<file path="src/rtl/data_mem_arbiter.sv">
// data_mem_arbiter: shares one data-RAM port between the CPU load/store path and an external
// requester, one access per cycle, reads return next cycle. Optional macro DATA_MEM_ARB_STARVE_GUARD_EN.
module data_mem_arbiter #(
  parameter int AW       = 13,
  parameter int DW       = 32,
  parameter int MAX_WAIT = 8
) (
  input  logic          clk,
  input  logic          rst,
  input  logic          cpu_req,
  input  logic          cpu_we,
  input  logic [AW-1:0] cpu_addr,
  input  logic [DW-1:0] cpu_wdata,
  output logic          cpu_gnt,
  output logic          cpu_rvalid,
  output logic [DW-1:0] cpu_rdata,
  output logic          cpu_stall,
  input  logic          ext_req,
  input  logic          ext_we,
  input  logic [AW-1:0] ext_addr,
  input  logic [DW-1:0] ext_wdata,
  output logic          ext_gnt,
  output logic          ext_rvalid,
  output logic [DW-1:0] ext_rdata,
  output logic          ram_en,
  output logic          ram_we,
  output logic [AW-1:0] ram_addr,
  output logic [DW-1:0] ram_wdata,
  input  logic [DW-1:0] ram_rdata
);
  localparam logic [1:0] OWN_NONE = 2'd0;
  localparam logic [1:0] OWN_CPU  = 2'd1;
  localparam logic [1:0] OWN_EXT  = 2'd2;
  localparam logic [7:0] WAIT_TH  = 8'(MAX_WAIT);
`ifdef DATA_MEM_ARB_STARVE_GUARD_EN
  localparam bit GUARD = 1'b1;
`else
  localparam bit GUARD = 1'b0;
`endif

  logic [1:0] rd_owner_q, rd_owner_d;
  logic [7:0] ext_wait_q, ext_wait_d;
  logic       ext_force;

  // Without the guard ext_wait is still counted for debug but never overrides CPU priority.
  assign ext_force = GUARD && (ext_wait_q >= WAIT_TH);

  always_comb begin
    cpu_gnt = 1'b0;
    ext_gnt = 1'b0;
    if (!rst) begin
      ext_gnt = ext_req & (~cpu_req | ext_force);
      cpu_gnt = cpu_req & ~ext_gnt;
    end
  end

  assign cpu_stall = cpu_req & ~cpu_gnt;
  assign ram_en    = cpu_gnt | ext_gnt;
  assign ram_we    = (cpu_gnt & cpu_we) | (ext_gnt & ext_we);
  assign ram_addr  = ext_gnt ? ext_addr  : cpu_addr;
  assign ram_wdata = ext_gnt ? ext_wdata : cpu_wdata;

  // Gating with rst drops a read granted just before reset.
  assign cpu_rvalid = (rd_owner_q == OWN_CPU) & ~rst;
  assign ext_rvalid = (rd_owner_q == OWN_EXT) & ~rst;
  assign cpu_rdata  = cpu_rvalid ? ram_rdata : '0;
  assign ext_rdata  = ext_rvalid ? ram_rdata : '0;

  always_comb begin
    rd_owner_d = OWN_NONE;
    if (cpu_gnt && !cpu_we)      rd_owner_d = OWN_CPU;
    else if (ext_gnt && !ext_we) rd_owner_d = OWN_EXT;
  end

  always_comb begin
    ext_wait_d = ext_wait_q;
    if (!ext_req || ext_gnt)      ext_wait_d = '0;
    else if (ext_wait_q != 8'hFF) ext_wait_d = ext_wait_q + 8'd1;
  end

  always_ff @(posedge clk) begin
    if (rst) begin
      rd_owner_q <= OWN_NONE;
      ext_wait_q <= '0;
    end else begin
      rd_owner_q <= rd_owner_d;
      ext_wait_q <= ext_wait_d;
    end
  end
endmodule

</file>
<file path="config.mk">
export PLATFORM = sky130hd
export DESIGN_NAME = data_mem_arbiter
export DESIGN_NICKNAME = d
export VERILOG_FILES = /design/src/rtl/data_mem_arbiter.sv
export SDC_FILE = /design/constraint.sdc
export NUM_CORES = 1
export LEC_CHECK = 0
export ABC_AREA = 0
export CORE_AREA = 2 2 94 96
export DETAILED_ROUTE_END_ITERATION = 7
export DIE_AREA = 0 0 96 98
export PLACE_DENSITY = 0.66
export SYNTH_ARGS = -nofsm -noshare
export SYNTH_HDL_FRONTEND = slang
export SYNTH_SLANG_ARGS = --single-unit
</file>
<file path="constraint.sdc">
create_clock -name clk -period 1.9 [get_ports clk]
set_input_delay 0.38 -clock clk [delete_from_list [all_inputs] [get_ports clk]]
set_output_delay 0.38 -clock clk [all_outputs]
set_load 0.01 [all_outputs]
</file>
==> impl_metrics.csv <==
group,metric,value,unit
run_status,status,"finished, violations left",
run_status,failed_checks,"negative setup slack",
worst_setup_path,crit_type,"in -> out",
flow_run,maxCapViolCount,0,
routing,drcViolationCount,0,
logic_synthesis,syn_area,1310,µm²
worst_setup_path,arrival,1530,ps
worst_setup_path,critPathMaxFanout,6,
logic_synthesis,synth.distinct_cells,15,
logic_synthesis,netlist_instances,174,
final_layout,largest-register,"rd_owner_q",
power,peakVddDrop,0.000112,V
final_layout,reg.largest.list,"rd_owner_q x2",
final_layout,drive_above_1_share,28.0,%
logic_synthesis,syn_avg_cell_area,7.50,µm²
logic_synthesis,synth-seq-cells,2,
timing,rsz0062_at_grt,"true",
power,internal-power,0.685,mW
routing,wl_per_cell,15.4,µm
routing,first_iter_violations,34,
floorplan,die_h,98,µm
floorplan,top_level_ports,244,
routing,wl_met1,2.72,mm
clock_network,cts_root_buf,"clkbuf_8",
grt,grt_pass1_wl,11.6,mm
hold_path,hold_path.class,"in -> reg",
timing,slew_violations,0,
worst_setup_path,max_stage_delay,300,ps
grt,antenna_found_initial,0,
power,p_per_area,239,nW/µm²
timing,setup-tns-final,-56.8,ps
worst_setup_path,crit_slowest_cell,"mux2_4",
logic_synthesis,synth_nets,302,
floorplan,num_rows,34,
power,p_sw_share,28.4,%
floorplan,die_x,96,µm
logic_synthesis,yosysTopAreaCell,"mux2_4",
final_layout,num-fill-cells,847,
routing,vias,2209,
clock_network,cts.sinks,2,
routing,met3_length,1.04,mm
timing,fin_crit,1910,ps
grt,grt_overflow_total,0,
timing,setup_viol,13,
timing,worst_slack,-10.9,ps
power,p_switching,0.271,mW
logic_synthesis,yosysTopAreaCellShare,34.5,%
placed_design,gp_congestion,0.767,
logic_synthesis,synthTopCellsByArea,"mux2_4, nor2_1, nand2b_1",
final_layout,fin_util,47.2,%
final_layout,layout.nets,555,
routing,vias_per_cell,4.14,
grt,grt_max_degree,39,
routing,top_layer,"met4",
worst_setup_path,worstPathRequired,1520,ps
final_layout,insertedDiodeCount,0,
final_layout,largest_reg_flops,2,
clock_network,cts_max_level,1,
timing,fin_crit_sh,101,%
final_layout,final_cell_mix,"clkdlybuf4s50_1, nor2_1, dlygate4sd2_1",
logic_synthesis,yosys_warnings,0,
worst_setup_path,critPathCaptureType,"output pin",
power,power_frac_seq,4.7,%
power,leakagePower,1.99,nW
power,clockPowerShare,17.1,%
placed_design,numPortBuffers,243,
final_layout,layout_commonest_cell,"clkdlybuf4s50_1",
power,combPwrFrac,78.2,%
power,total_power,0.956,mW
routing,wl_met2,4.34,mm
timing,worst_pin_slew,215,ps
grt,grt_pass1_vias,2257,
worst_setup_path,crit_start,"rst",
clock_network,cts_made_buffers,3,
placed_design,dp_hpwl,6.86,mm
floorplan,core_area,8470,µm²
logic_synthesis,seq_area_frac_synth,3.07,%
clock_network,path_clk_slew,30,ps
timing,fmax,0.523,GHz
worst_setup_path,path_cells,"buf_8, nor3b_4, buf_12, buf_8, buf_12, mux2_4, buf_6",
floorplan,dieArea,9410,µm²
timing,final-hold-violation-count,0,
hold_path,min_from,"cpu_req",
clock_network,cts_buffer_depth,2,
routing,postRouteAntennaNets,0,
clock_network,cts_tree,"built",
worst_setup_path,cp-start-kind,"input pin",
grt,grtUsageTotal,15.8,%
routing,drt_first_pass_iters,4,
routing,wl,8.23,mm
final_layout,syn2layout_area_growth,206,%
timing,relSlewSlack,85.7,%
floorplan,start_util,15.4,%
## power groups by stage
stage               logic (mW)  clock network (mW)  registers (mW)
floorplan                0.248                   0          0.0447
global placement         0.741                   0          0.0448
detailed placement       0.746                   0          0.0450
CTS                      0.735               0.169          0.0445
global route             0.795               0.174          0.0446
finish                   0.748               0.164          0.0445
## cell usage after synthesis
library cell and n:
nand2b_1 34, dfxtp_1 2, mux2_2 15, nor3b_2 1
buf_6 1, a21oi_1 1, nand2_1 1, buf_4 1
nor2_1 68, buf_12 3, mux2_4 30, nand3b_1 1
nor2b_1 3, and2_1 1, clkbuf_1 12
## metrics by stage
step / cell area (µm²) / hold WS, ps / instances / setup slack [ps]
2_1_floorplan: 1310 / 452 / 174 / 290
3_3_place_gp: 3950 / 1050 / 524 / -769
3_5_place_dp: 3950 / 1050 / 524 / -765
4_1_cts: 3950 / 715 / 534 / -79.6
5_1_grt: 4000 / 745 / 533 / -47.3
6_report: 4000 / 704 / 533 / -10.9
## what timing repair did
action,CTS,global route
pin swaps,1,1
hold endpoints to repair,0,0
resized for setup,288,29
hold buffers,0,0
setup endpoints to repair,116,43
buffers inserted,7,0
cloned,2,0
## cell type report
| type | count | area (µm²) | share of cell area, % |
|---|---|---|---|
| multi-input cells | 155 | 1170 | 29.3 |
| flip-flops and latches | 2 | 40.0 | 1.00 |
| well taps | 108 | 135 | 3.38 |
| repair buffers | 265 | 2610 | 65.3 |
| clock buffers | 3 | 41.3 | 1.03 |
## worst max-delay path: cells and delay by family
family	cells	cell delay (ps)
AND/OR/NAND/NOR	1	240
multiplexers	1	300
buffers and inverters	5	600
## worst paths after layout
kind                       endpoint  slack, ps  depth (start not counted)
worst max-delay path  ram_wdata[18]        -10                          7
worst min-delay path  rd_owner_q[0]        700                          4
## cell families after synthesis
logic type      after synthesis  share of synthesized area, %
simple gates                109                          39.6
compound gates                1                         0.383
flops                         2                          3.07
buf+inv                      17                          9.49
mux                          45                          47.5
## layer usage
metal / global-route usage, % / vias to the layer above
li1: - / 1063
met1: 14.8 / 1001
met2: 30.6 / 137
met3: 6.33 / 8
met4: 4.40 / 0
met5: 0 / -
Note: power is estimated with default switching activity, not from simulation.
